===== src/rtl/im_read_arbiter_if.sv =====
// ---------------------------------------------------------------------------
// im_read_arbiter_if
//   Bundles the fetch (IF), debug (DBG) and instruction-memory (IM) signals
//   that meet at the instruction-memory read arbiter.
//
//   Signals
//     if_req / if_addr              fetch read request and address
//     if_gnt / if_stall             fetch grant this cycle, fetch stalled
//     if_rvalid / if_instr          registered read data returned to fetch
//     dbg_req / dbg_addr            debug read request (held until granted)
//     dbg_gnt                       debug grant this cycle
//     dbg_rvalid / dbg_instr        registered read data returned to debug
//     im_addr / im_rd_en / im_instr IM read port
//
//   Modports
//     slave  : the arbiter's view
//     master : the environment's view (fetch stage, debug unit, IM)
// ---------------------------------------------------------------------------
interface im_read_arbiter_if #(
    parameter int ADDR_W = 16,
    parameter int DATA_W = 16
);
    logic              if_req;
    logic [ADDR_W-1:0] if_addr;
    logic              if_gnt;
    logic              if_stall;
    logic              if_rvalid;
    logic [DATA_W-1:0] if_instr;

    logic              dbg_req;
    logic [ADDR_W-1:0] dbg_addr;
    logic              dbg_gnt;
    logic              dbg_rvalid;
    logic [DATA_W-1:0] dbg_instr;

    logic [ADDR_W-1:0] im_addr;
    logic              im_rd_en;
    logic [DATA_W-1:0] im_instr;

    modport slave (
        input  if_req, if_addr, dbg_req, dbg_addr, im_instr,
        output if_gnt, if_stall, if_rvalid, if_instr,
        output dbg_gnt, dbg_rvalid, dbg_instr,
        output im_addr, im_rd_en
    );

    modport master (
        output if_req, if_addr, dbg_req, dbg_addr, im_instr,
        input  if_gnt, if_stall, if_rvalid, if_instr,
        input  dbg_gnt, dbg_rvalid, dbg_instr,
        input  im_addr, im_rd_en
    );
endinterface


===== src/rtl/im_read_arbiter.sv =====
// ---------------------------------------------------------------------------
// im_read_arbiter
//   Shares the single instruction-memory read port between the fetch stage
//   and a debug/trace reader. Fetch wins on contention, but a starvation
//   counter forces a debug grant once debug has been denied STARVE_MAX
//   consecutive cycles. Read data is captured at the end of the grant cycle
//   and presented to the owner, with its rvalid, for exactly one cycle.
//
//   Ports
//     clk    system clock
//     rst_n  synchronous active-low reset
//     bus    im_read_arbiter_if.slave (fetch, debug and IM signals)
//
//   Parameters
//     ADDR_W      instruction address width
//     DATA_W      instruction word width
//     STARVE_MAX  debug denials tolerated before debug is forced (>= 1)
// ---------------------------------------------------------------------------
module im_read_arbiter #(
    parameter int ADDR_W     = 16,
    parameter int DATA_W     = 16,
    parameter int STARVE_MAX = 4
) (
    input  logic                   clk,
    input  logic                   rst_n,
    im_read_arbiter_if.slave       bus
);

    localparam int CNT_W = $clog2(STARVE_MAX + 1);
    localparam logic [CNT_W-1:0] STARVE_LIM = CNT_W'(STARVE_MAX);

    // Index of each requester in the grant vector / return-path generate.
    localparam int REQ_IF  = 0;
    localparam int REQ_DBG = 1;
    localparam int NUM_REQ = 2;

    // Owner of the read currently in flight (i.e. who was granted last cycle).
    typedef enum logic [1:0] {
        IDLE   = 2'd0,
        IF_RD  = 2'd1,
        DBG_RD = 2'd2
    } state_t;

    state_t             state_reg, state_next;
    logic [CNT_W-1:0]   starve_cnt_reg, starve_cnt_next;
    logic               if_gnt, dbg_gnt;
    logic [ADDR_W-1:0]  im_addr;
    logic [NUM_REQ-1:0] gnt_vec;

    // -----------------------------------------------------------------------
    // State / counter registers
    // -----------------------------------------------------------------------
    always_ff @(posedge clk) begin
        if (!rst_n) begin
            state_reg      <= IDLE;
            starve_cnt_reg <= '0;
        end else begin
            state_reg      <= state_next;
            starve_cnt_reg <= starve_cnt_next;
        end
    end

    // -----------------------------------------------------------------------
    // Grant, IM address, next owner and starvation counter.
    // Everything is held at zero while reset is asserted so no read is issued.
    // -----------------------------------------------------------------------
    always_comb begin
        if_gnt          = 1'b0;
        dbg_gnt         = 1'b0;
        im_addr         = '0;
        state_next      = IDLE;
        starve_cnt_next = '0;

        if (rst_n) begin
            // Debug wins when it is alone or has waited its full allowance.
            if (bus.dbg_req && (!bus.if_req || starve_cnt_reg == STARVE_LIM)) begin
                dbg_gnt = 1'b1;
            end else if (bus.if_req) begin
                if_gnt = 1'b1;
            end

            if (dbg_gnt) begin
                im_addr    = bus.dbg_addr;
                state_next = DBG_RD;
            end else if (if_gnt) begin
                im_addr    = bus.if_addr;
                state_next = IF_RD;
            end

            // Count consecutive debug denials; any grant or idle debug clears.
            if (bus.dbg_req && !dbg_gnt) begin
                if (starve_cnt_reg == STARVE_LIM) begin
                    starve_cnt_next = STARVE_LIM;
                end else begin
                    starve_cnt_next = starve_cnt_reg + 1'b1;
                end
            end
        end
    end

    assign gnt_vec[REQ_IF]  = if_gnt;
    assign gnt_vec[REQ_DBG] = dbg_gnt;

    // -----------------------------------------------------------------------
    // Return path: one capture register per requester. IM data for the grant
    // cycle's address is stable by the rising edge that ends that cycle.
    // Grants are already forced low under reset, so reset and capture never
    // compete.
    // -----------------------------------------------------------------------
    generate
        for (genvar gi = 0; gi < NUM_REQ; gi++) begin : g_ret
            logic [DATA_W-1:0] instr_reg;

            always_ff @(posedge clk) begin
                if (!rst_n) begin
                    instr_reg <= '0;
                end else if (gnt_vec[gi]) begin
                    instr_reg <= bus.im_instr;
                end
            end
        end
    endgenerate

    // -----------------------------------------------------------------------
    // Outputs. rvalid is qualified with rst_n so a read whose completion
    // cycle coincides with reset is dropped rather than reported.
    // -----------------------------------------------------------------------
    assign bus.if_gnt     = if_gnt;
    assign bus.dbg_gnt    = dbg_gnt;
    assign bus.if_stall   = bus.if_req & ~if_gnt;
    assign bus.im_rd_en   = if_gnt | dbg_gnt;
    assign bus.im_addr    = im_addr;

    assign bus.if_rvalid  = rst_n && (state_reg == IF_RD);
    assign bus.dbg_rvalid = rst_n && (state_reg == DBG_RD);
    assign bus.if_instr   = g_ret[REQ_IF].instr_reg;
    assign bus.dbg_instr  = g_ret[REQ_DBG].instr_reg;

endmodule


===== src/flat_wrapper.sv =====
// flat-port wrapper written by rule: the top's interface ports become plain ports
module im_read_arbiter_flat 
#(
    parameter int ADDR_W     = 16,
    parameter int DATA_W     = 16,
    parameter int STARVE_MAX = 4
)
  (clk, rst_n, bus_if_req, bus_if_addr, bus_dbg_req, bus_dbg_addr, bus_im_instr, bus_if_gnt, bus_if_stall, bus_if_rvalid, bus_if_instr, bus_dbg_gnt, bus_dbg_rvalid, bus_dbg_instr, bus_im_addr, bus_im_rd_en);
  im_read_arbiter_if #(.ADDR_W(ADDR_W), .DATA_W(DATA_W)) bus_i ();
  input  logic clk;
  input  logic rst_n;
  input wire logic [$bits(bus_i.if_req)-1:0] bus_if_req;
  input wire logic [$bits(bus_i.if_addr)-1:0] bus_if_addr;
  input wire logic [$bits(bus_i.dbg_req)-1:0] bus_dbg_req;
  input wire logic [$bits(bus_i.dbg_addr)-1:0] bus_dbg_addr;
  input wire logic [$bits(bus_i.im_instr)-1:0] bus_im_instr;
  output wire logic [$bits(bus_i.if_gnt)-1:0] bus_if_gnt;
  output wire logic [$bits(bus_i.if_stall)-1:0] bus_if_stall;
  output wire logic [$bits(bus_i.if_rvalid)-1:0] bus_if_rvalid;
  output wire logic [$bits(bus_i.if_instr)-1:0] bus_if_instr;
  output wire logic [$bits(bus_i.dbg_gnt)-1:0] bus_dbg_gnt;
  output wire logic [$bits(bus_i.dbg_rvalid)-1:0] bus_dbg_rvalid;
  output wire logic [$bits(bus_i.dbg_instr)-1:0] bus_dbg_instr;
  output wire logic [$bits(bus_i.im_addr)-1:0] bus_im_addr;
  output wire logic [$bits(bus_i.im_rd_en)-1:0] bus_im_rd_en;
  assign bus_i.if_req = bus_if_req;
  assign bus_i.if_addr = bus_if_addr;
  assign bus_i.dbg_req = bus_dbg_req;
  assign bus_i.dbg_addr = bus_dbg_addr;
  assign bus_i.im_instr = bus_im_instr;
  assign bus_if_gnt = bus_i.if_gnt;
  assign bus_if_stall = bus_i.if_stall;
  assign bus_if_rvalid = bus_i.if_rvalid;
  assign bus_if_instr = bus_i.if_instr;
  assign bus_dbg_gnt = bus_i.dbg_gnt;
  assign bus_dbg_rvalid = bus_i.dbg_rvalid;
  assign bus_dbg_instr = bus_i.dbg_instr;
  assign bus_im_addr = bus_i.im_addr;
  assign bus_im_rd_en = bus_i.im_rd_en;
  im_read_arbiter #(.ADDR_W(ADDR_W), .DATA_W(DATA_W), .STARVE_MAX(STARVE_MAX)) u_core (.clk(clk), .rst_n(rst_n), .bus(bus_i));
endmodule

===== config.mk =====
export PLATFORM = sky130hd
export DESIGN_NAME = im_read_arbiter_flat
export DESIGN_NICKNAME = d
export VERILOG_FILES = /design/src/rtl/im_read_arbiter_if.sv /design/src/rtl/im_read_arbiter.sv /design/src/flat_wrapper.sv
export SDC_FILE = /design/constraint.sdc
export NUM_CORES = 1
export LEC_CHECK = 0
export CORE_MARGIN = 3
export CORE_UTILIZATION = 35
export DETAILED_ROUTE_END_ITERATION = 12
export PLACE_DENSITY_LB_ADDON = 0.15
export SYNTH_ARGS = -nofsm -noshare
export SYNTH_HDL_FRONTEND = slang
export SYNTH_SLANG_ARGS = --single-unit

===== constraint.sdc =====
create_clock -name clk -period 2.58 [get_ports clk]
set_input_delay 0.774 -clock clk [delete_from_list [all_inputs] [get_ports clk]]
set_output_delay 0.774 -clock clk [all_outputs]
set_load 0.005 [all_outputs]

* Yosys cells after proc, flatten, opt, wreduce, memory -nomap -nowiden
Cells that the tools add are included.
** Storage, ports and cells
- Input port bits :: 52
- Output and inout bits :: 54
- Word-level logic and storage cells :: 38
- Bits in registers :: 37
** Operators by class
- Reduce and logical (&&, ||, !) cells :: 10
- Multiplexer cells :: 13
- Bitwise operators :: 5
- $add $sub $neg :: 1
- Eq/ne operators :: 3
** Operator list (count)
- 16-bit 2-to-1 mux :: 3
- 1-bit 2-to-1 mux :: 8
- 1-bit logical AND :: 4
- 3-bit by 1-bit adder with 3-bit output, second input constant :: 1
- 3-bit == test, second input constant :: 1
- 3-bit 2-to-1 mux :: 1
- 1-bit NOT :: 3
- 3-bit OR reduction :: 1
- 2-bit by 1-bit == test with 1-bit output, second input constant :: 1
- 2-bit == test, second input constant :: 1
- 1-bit logical NOT :: 2
- 2-bit 2-to-1 mux :: 1
- 2-bit AND reduction :: 1
- 2-bit OR reduction :: 1
- 1-bit AND :: 1
- 1-bit logical OR :: 1
- 1-bit bitwise OR :: 1

* Depth between registers and ports, before layout
Gate-level depths: netlist of the first run.
- Depth after elaboration :: 9
- Depth in mapped cells :: 6
- Mapped depth without buffers :: 5

* Worst setup path after synthesis of the first run
OpenSTA, ideal clock, no wires.
- Path type :: input-to-output
- Start :: input port rst_n
- End :: output port bus_im_addr[12]
- Data required time :: 1806 ps
- Buffers on the path :: 1
- Path slack :: 407 ps
- Stages :: 4
- Data arrival time :: 1399 ps
- Path through :: nand2_2 > a31oi_4 > buf_6 > a22o_1
** On the way
- Cells in the longest elaborated chain, start to end :: 1
** Ends and longest elaborated chain
- start, declared :: RTL line flat_wrapper.sv:11 : input logic rst_n;
- 16-bit 2-to-1 mux :: RTL line im_read_arbiter.sv:74 : if (rst_n) begin
- end, declared :: RTL line flat_wrapper.sv:24 : output wire logic [$bits(bus_i.im_addr)-1:0] bus_im_addr;
No other way between the ends.

* Worst setup path after layout of the first run
- Start :: input port rst_n
- End :: output port bus_im_addr[13]
Same word-level chain as after synthesis.

==> results of run 1 <==
## cells in the mapped netlist, types with 2 or more instances
cell type / instances
mux2i_1: 16
inv_1: 19
dfxtp_1: 37
buf_6: 4
nor2_1: 2
and2_1: 2
a21oi_1: 3
a22o_2: 6
clkbuf_8: 2
buf_2: 2
a22o_1: 26
nand2_1: 18
ha_1: 2
## what timing repair did
action	4_1_cts	5_1_grt
buffers inserted	13	0
hold buffers	0	0
setup endpoints to repair	22	15
resized for setup	102	10
endpoints found under the hold margin	0	0
cloned	2	0
pin swaps	5	4
## worst reg2reg max path, stage by stage (launching register included)
cell and delay [ps]:
dfxtp_2 340, inv_2 50, ha_4 180, nand2_4 100, a21oi_4 70, buf_12 120, buf_8 120, buf_4 140
buf_4 150, a22o_2 250
## through the flow
stage	setup TNS (ps)	total power, mW
finish	0	1.344
global route	-40.75	1.405
CTS	-339.0	1.361
detailed placement	-13470	0.9534
global placement	-13040	0.9495
floorplan	0	0.7395
## path summary, 6_finish.rpt
path / startpoint / end / cells after the start
worst max register to register: u_core.starve_cnt_reg[0] / u_core.bus.dbg_instr[0] / 9
worst min-delay path: u_core.bus.if_instr[6] / u_core.bus.if_instr[6] / 2
worst max-delay path: rst_n / bus_im_addr[13] / 9
worst min register to register: u_core.bus.if_instr[6] / u_core.bus.if_instr[6] / 2
## layout make-up
type	instances	area share, %
Clock buffer	8	2.673
Inverter	19	2.381
Multi-Input combinational cell	87	23.98
Sequential cell	37	24.81
Tap cell	52	2.172
Timing Repair Buffer	131	43.98
## logic make-up (layout without fill, tap and decap cells)
logic type	after synthesis	count (layout)	synth area share, %
compound gates	39	39	22.65
simple gates	30	30	9.261
buf+inv	28	158	10.51
fa+ha+maj	2	2	1.556
flops	37	37	46.07
mux	16	16	9.961
## metal layers
metal  GRT usage [%]  wire length [um]  part of all wire [%]  up-vias
met1           21.62              2066                    41      724
met4           7.445                82                   1.6        0
met3           6.703               560                    11       10
li1                -                 -                     -      785
met2           31.20              2335                    46       74
met5               0                 0                     0        -
## power breakdown
group / switching (mW) / internal (mW)
logic: 0.110 / 0.226
clock network: 0.190 / 0.192
registers: 0.0178 / 0.607
==> metrics.cfg, run 1 <==
[critical_path]
crit_arrival_ps = 1800
required_ps = 1810
cp-start-kind = input pin
critical-path-top-delay-family = buffers and inverters
cpMaxStageDelayCell = a22o_1
worstSetupPathType = input pin to primary output
critPathBufInv = 6
path_max_fanout = 5
crit_top_cell = buf_6
slowest_delay_ps = 170
rrSetupSlack_ps = 960
cp-end-kind = primary output
crit_chain = buf_6, nand2_4, a31oi_4, buf_4, buf_6, buf_6, buf_16, a22o_1, buf_2

[run]
max_cap_viol_count = 0

[timing]
rsz0062_at_grt = true
fin_skew_ps = 5.570
fmax_mhz = 388.3
holdWs_ps = 454.8
max_slew_margin_pct = 79.21
final.period_utilization_pct = 99.82
fin_ws_ps = 4.536
finalSetupViolations = 0
tightest_slew_ps = 311.4
hold_violations = 0
slew_viol_final = 0
layout_min_cycle_time_ps = 2575

[global_route]
grt_pass1_wl_mm = 7.659
grt_pass1_vias = 1549
antenna_found_initial = 0
track_usage_pct = 18.70
gr-total-overflow = 0
grt_max_degree = 17

[yosys]
yosys-top-cells-area = dfxtp_1 46%, a22o_1 14%, mux2i_1 10%
synthCells = 152
synth.avg_cell_area_um2 = 10.58
yosysWarnings = 0
ys_seq_area_share_pct = 46.07
ys.flop_type = dfxtp_1
netlist_area_um2 = 1608
synth_edf_count = 0
async_reset_ff_share_pct = 0
yosysTopAreaCell = dfxtp_1
synth_nets = 206
synth_top_area_share_pct = 46.07
ys_types = 26
synth_seq_cells = 37

[detailed_routing]
wl_per_cell_um = 15.10
wl_mm = 5.044
dr.pass1.iters = 4
antenna_left = 0
vias = 1593
avgViaCountPerCell = 4.769
drtIter0Drc = 34
route.detailed.drc = 0

[floorplan]
dieHeight_um = 73.78
row_count = 24
core_area_um2 = 4384
dieWidth_um = 73.78
die_area_um2 = 5443
io_pins = 106
start_util_pct = 36.67

[finish]
sequential_cell_area_um2 = 743.2
layout_commonest_cell = clkdlybuf4s50_1
design_area_um2 = 2995
layout.cells.non_filler = 334
fin_nets = 335
num_antenna_cells = 0
mostFrequentLayoutCells = 82 x clkdlybuf4s50_1, 35 x dfxtp_1, 26 x a22o_1
utilization_pct = 68.32
syn_to_final_growth_pct = 86.30
multi_input_area_um2 = 718.2
fill_cells = 362
drive_gt1_share_pct = 24.82

[clock_network]
htree_num_levels = 2
clk_pin_slew_ps = 70
cts_buffers = 5
clk_latency_ps = 280
cts.sinks = 37
cts_root_buf = clkbuf_8
cts_tree = built
clock_path_buffers = 2

[pwr]
peakVddDrop_mv = 0.4394
leakagePower_nw = 1.314
power.density_nw_per_um2 = 448.6

[place]
place_area_um2 = 2749
hpwl_mm = 3.647
port_buffers = 105
gp_congestion = 0.7830
numPlacedInstances = 313
pre_cts_slack_ps = -661.3

[run_status]
status = complete, no violations

[worst_hold_path]
worstHoldPathType = register to register

(Power assumes the default switching activity.)
==> run 2, diff against run 1 <==
--- a/config.mk
+++ b/config.mk
@@ -5,6 +5,7 @@
 export SDC_FILE = /design/constraint.sdc
 export NUM_CORES = 1
 export LEC_CHECK = 0
+export CORE_ASPECT_RATIO = 1.75
 export CORE_MARGIN = 3
 export CORE_UTILIZATION = 35
 export DETAILED_ROUTE_END_ITERATION = 12
==> run 2 against run 1 <==
- the run now ends with setup timing left
- via count rose by 2.4%
- die area increased by 0.59%
- clock power increased by 4%
- critical path depth fell by 1
- sequential share of layout area decreased by 0.55 points
- flip-flop and latch count stayed put
- cell area up 2.3%
- worst setup slack got worse by 16 ps
- routed wire length up 2.3%
- non-clock buffer count is 10 higher
- register-to-register slack worse by 20 ps
- sequential power about the same
==> metrics.cfg, run 2 (synthesis results as in run 1) <==
[critical_path]
timing.rr.start = u_core.starve_cnt_reg[0]
slowest_delay_ps = 250
cpMaxStageDelayCell = or2_2
cp-start-kind = input pin
worstSetupPathType = input pin to primary output
required_ps = 1810
critical_path.startpoint = bus_dbg_req
cp-end-kind = primary output
crit_arrival_ps = 1820
crit_chain = buf_8, buf_6, a31oi_4, buf_6, buf_16, buf_8, or2_2, buf_2
path_max_fanout = 5

[floorplan]
dieWidth_um = 57.24
row_count = 32
dieHeight_um = 95.66
core_area_um2 = 4404
io_pins = 106
die_area_um2 = 5475
start_util_pct = 36.51

[pwr]
peakVddDrop_mv = 0.5340
leakagePower_nw = 1.394
power.density_nw_per_um2 = 447.0

[timing]
rsz0062_at_grt = true
layout_min_cycle_time_ps = 2592
fin_skew_ps = 4.437
slew_viol_final = 0
max_slew_margin_pct = 80.87
tightest_slew_ps = 286.5
fmax_mhz = 385.8
hold_violations = 0
final.period_utilization_pct = 100.5
fin_setup_tns_ps = -11.89
finalSetupViolations = 1
fin_ws_ps = -11.89

[clock_network]
cts_buffers = 5
cts.sinks = 37
clk_latency_ps = 280
cts_hold_buffers = 0
cts_tree = built
clock_path_buffers = 2
cts_root_buf = clkbuf_8
htree_num_levels = 2
clk_pin_slew_ps = 70

[detailed_routing]
vias = 1631
route.detailed.drc = 0
antenna_left = 0
wl_per_cell_um = 15.08
wl_mm = 5.158
drtIter0Drc = 31
avgViaCountPerCell = 4.769
dr.pass1.iters = 3

[global_route]
track_usage_pct = 19.50
grt_max_degree = 17
gr-max-usage-layer = met2
grtUsageMet3_pct = 6.640
antenna_found_initial = 0
gr-usage-met2_pct = 36.64
use_met1_pct = 20.18
grt_pass1_vias = 1634
gr-total-overflow = 0
grt_pass1_wl_mm = 8.176

[place]
hpwl_mm = 3.544
gp_congestion = 0.7579
port_buffers = 105

[finish]
drive_gt1_share_pct = 27.15
utilization_pct = 69.55
syn_to_final_growth_pct = 90.51
layout_commonest_cell = clkdlybuf4s50_1
fin_nets = 345
mostFrequentLayoutCells = 81 x clkdlybuf4s50_1, 35 x dfxtp_1, 26 x a22o_1
num_antenna_cells = 0

[worst_hold_path]
min_from = u_core.bus.if_instr[10]
worstHoldPathType = register to register

[run_status]
status = finished with violations
violations = setup timing

[run]
max_cap_viol_count = 0

-- run 2: report_power, final --
part | switching [mW] | internal (mW) | total (mW)
logic | 0.112 | 0.232 | 0.343
registers | 0.0193 | 0.607 | 0.627
clock network | 0.187 | 0.212 | 0.399
-- run 2: final timing paths --
| kind | end | slack [ps] | depth (start not counted) |
|---|---|---|---|
| worst max register to register | u_core.bus.if_instr[3] | 940 | 9 |
| worst min register to register | u_core.bus.if_instr[10] | 460 | 2 |
| worst min-delay path | u_core.bus.if_instr[10] | 460 | 2 |
| worst max-delay path | bus_im_rd_en | -10 | 8 |
-- run 2: layer usage --
layer	vias to the layer above	part of all wire, %	wire, um
li1	809	-	-
met1	742	38	1954
met2	76	52	2670
met5	-	0	0
met3	4	9.7	500
met4	0	0.64	33
-- run 2: metrics by stage --
step	setup slack, ps	instance area [um^2]	hold WS [ps]	std cells	total power, mW
3_5_place_dp	-714.9	2778	453.0	316	0.9574
5_1_grt	-50.88	3063	469.8	342	1.432
3_3_place_gp	-691.7	2778	441.3	316	0.9550
2_1_floorplan	406.8	1608	451.1	152	0.7395
6_report	-11.89	3063	459.0	342	1.369
4_1_cts	-114.9	3099	462.7	342	1.392
-- run 2: repair_timing --
action | in CTS | in global routing
buffers inserted | 16 | 2
resized for setup | 100 | 10
setup endpoints to repair | 22 | 16
pin swaps | 6 | 7
cloned | 3 | 0
-- run 2: worst max-delay path: cells and delay by family --
kind	cells	cell delay, ps
AO/OA/AOI/OAI	1	100
AND/OR/NAND/NOR	1	250
buffers and inverters	6	680
-- run 2: cell type report --
type,instances,area [um^2]
fill,372,1341
tap,51,63.81
inverter,19,71.32
multi-input combinational,87,718.2
clock buffer,7,86.33
sequential,37,743.2
timing repair buffer,141,1380
==> run 3, diff against run 2 <==
==> constraint.sdc (replaced) <==
create_clock -name clk -period 2.58 [get_ports clk]
set_input_delay 0.774 -clock clk [delete_from_list [all_inputs] [get_ports clk]]
set_output_delay 0.774 -clock clk [all_outputs]
set_load 0.01 [all_outputs]
==> run 3 against run 2 <==
- via count is 4.5% lower
- largest power group unchanged
- combinational power shrank 3%
- cell count shrank 3.8%
- utilization decreased by 3.4 points
- highest routed layer unchanged
- the flow now finishes without violations
==> metrics.cfg, run 3 (synthesis results as in run 1) <==
[run_status]
status = complete, no violations

[detailed_routing]
vias = 1557
dr.pass1.iters = 4
avgViaCountPerCell = 4.733
wl_mm = 4.700
antenna_left = 0
drtIter0Drc = 21
wl_per_cell_um = 14.29
route.detailed.drc = 0

[timing]
fin_skew_ps = 2.992
layout_min_cycle_time_ps = 2543
final.period_utilization_pct = 98.57
rsz0062_at_grt = false
finalSetupViolations = 0
fmax_mhz = 393.2
tightest_slew_ps = 193.5
hold_violations = 0
max_slew_margin_pct = 87.10
slew_viol_final = 0

[pwr]
power.density_nw_per_um2 = 465.7
leakagePower_nw = 1.280
peakVddDrop_mv = 0.4226

[clock_network]
cts_root_buf = clkbuf_8
clk_latency_ps = 280
htree_num_levels = 2
cts.sinks = 37
clock_path_buffers = 2
cts_tree = built
clk_pin_slew_ps = 70
cts_buffers = 5

[floorplan]
io_pins = 106
core_area_um2 = 4404
start_util_pct = 36.51
dieHeight_um = 95.66
die_area_um2 = 5475
row_count = 32
dieWidth_um = 57.24

[finish]
layout.cells.non_filler = 329
drive_gt1_share_pct = 24.82
syn_to_final_growth_pct = 81.24
fill_cells = 365
num_antenna_cells = 0
fin_nets = 332
mostFrequentLayoutCells = 81 x clkdlybuf4s50_1, 34 x dfxtp_1, 26 x a22o_1
layout_commonest_cell = clkdlybuf4s50_1
design_area_um2 = 2914

[global_route]
track_usage_pct = 17.84
gr-total-overflow = 0
grt_pass1_wl_mm = 7.493
grt_pass1_vias = 1553
grt_max_degree = 25
antenna_found_initial = 0

[worst_hold_path]
min_from = u_core.bus.if_instr[7]
worstHoldPathType = register to register

[critical_path]
critical_path.startpoint = rst_n
worst-r2r-cell-count = 9
timing.rr.start = u_core.starve_cnt_reg[0]
reg2reg_to = u_core.bus.dbg_instr[12]
rrSetupSlack_ps = 1010
path_max_fanout = 10
cp-start-kind = input pin
required_ps = 1810
worstSetupPathType = input pin to primary output
crit_arrival_ps = 1770
crit_end = bus_if_stall
cp-end-kind = primary output

[place]
place_area_um2 = 2770
hpwl_mm = 3.511
port_buffers = 105
numPlacedInstances = 315
gp_congestion = 0.7510

[run]
max_cap_viol_count = 0

[run 3: power by group]
group          leakage, nW  switching, mW  internal, mW
combinational        0.930          0.122         0.212
sequential           0.306         0.0189         0.607
clock               0.0443          0.185         0.212
[run 3: repair_timing]
action	4_1_cts	5_1_grt
endpoints found under the hold margin	0	0
hold buffers	0	0
gates resized for setup	83	9
setup endpoints to repair	22	15
pin swaps	2	3
buffers inserted	4	3
gates cloned	2	0
[run 3: worst max-delay path, cell delays in order]
cell and delay, ps:
buf_4 130, buf_4 170, a31o_4 230, and2b_2 200, dlygate4sd2_1 260
[run 3: worst min-delay path by stage]
stage                                           to  slack (ps)  cells past startpoint
after floorplan           u_core.starve_cnt_reg[0]         480                      2
after detailed placement    u_core.bus.if_instr[7]         450                      2
final                       u_core.bus.if_instr[7]         460                      2
after CTS                   u_core.bus.if_instr[7]         460                      2
after global routing        u_core.bus.if_instr[7]         480                      2
after global placement     u_core.bus.if_instr[10]         440                      2
[run 3: area by class of cell]
| class | count | area (um^2) | share of cell area [%] |
|---|---|---|---|
| clock buffer | 7 | 86.33 | 2.963 |
| inverter | 19 | 71.32 | 2.447 |
| multi-input combinational | 87 | 713.2 | 24.47 |
| sequential | 37 | 744.5 | 25.55 |
| tap | 51 | 63.81 | 2.190 |
| timing repair buffer | 128 | 1235 | 42.38 |
[run 3: metrics by stage]
stage | power (mW) | hold slack, ps | setup slack [ps] | setup TNS, ps | utilization, %
3_5_place_dp | 0.9755 | 447.5 | -665.9 | -13650 | 62.90
4_1_cts | 1.377 | 458.4 | 3.583 | 0 | 66.16
6_report | 1.357 | 456.1 | 36.85 | 0 | 66.16
3_3_place_gp | 0.9741 | 441.4 | -666.9 | -13540 | 62.90
5_1_grt | 1.423 | 477.3 | 1.855 | 0 | 66.16
2_1_floorplan | 0.7600 | 478.8 | 372.1 | 0 | -
[run 3: routing by layer]
metal  vias up  routed length [um]  track usage, %
met5         -                   0               0
met3         4                 429           5.420
met4         0                  48           6.963
met1       697                1836           19.12
li1        777                   -               -
met2        79                2386           32.16
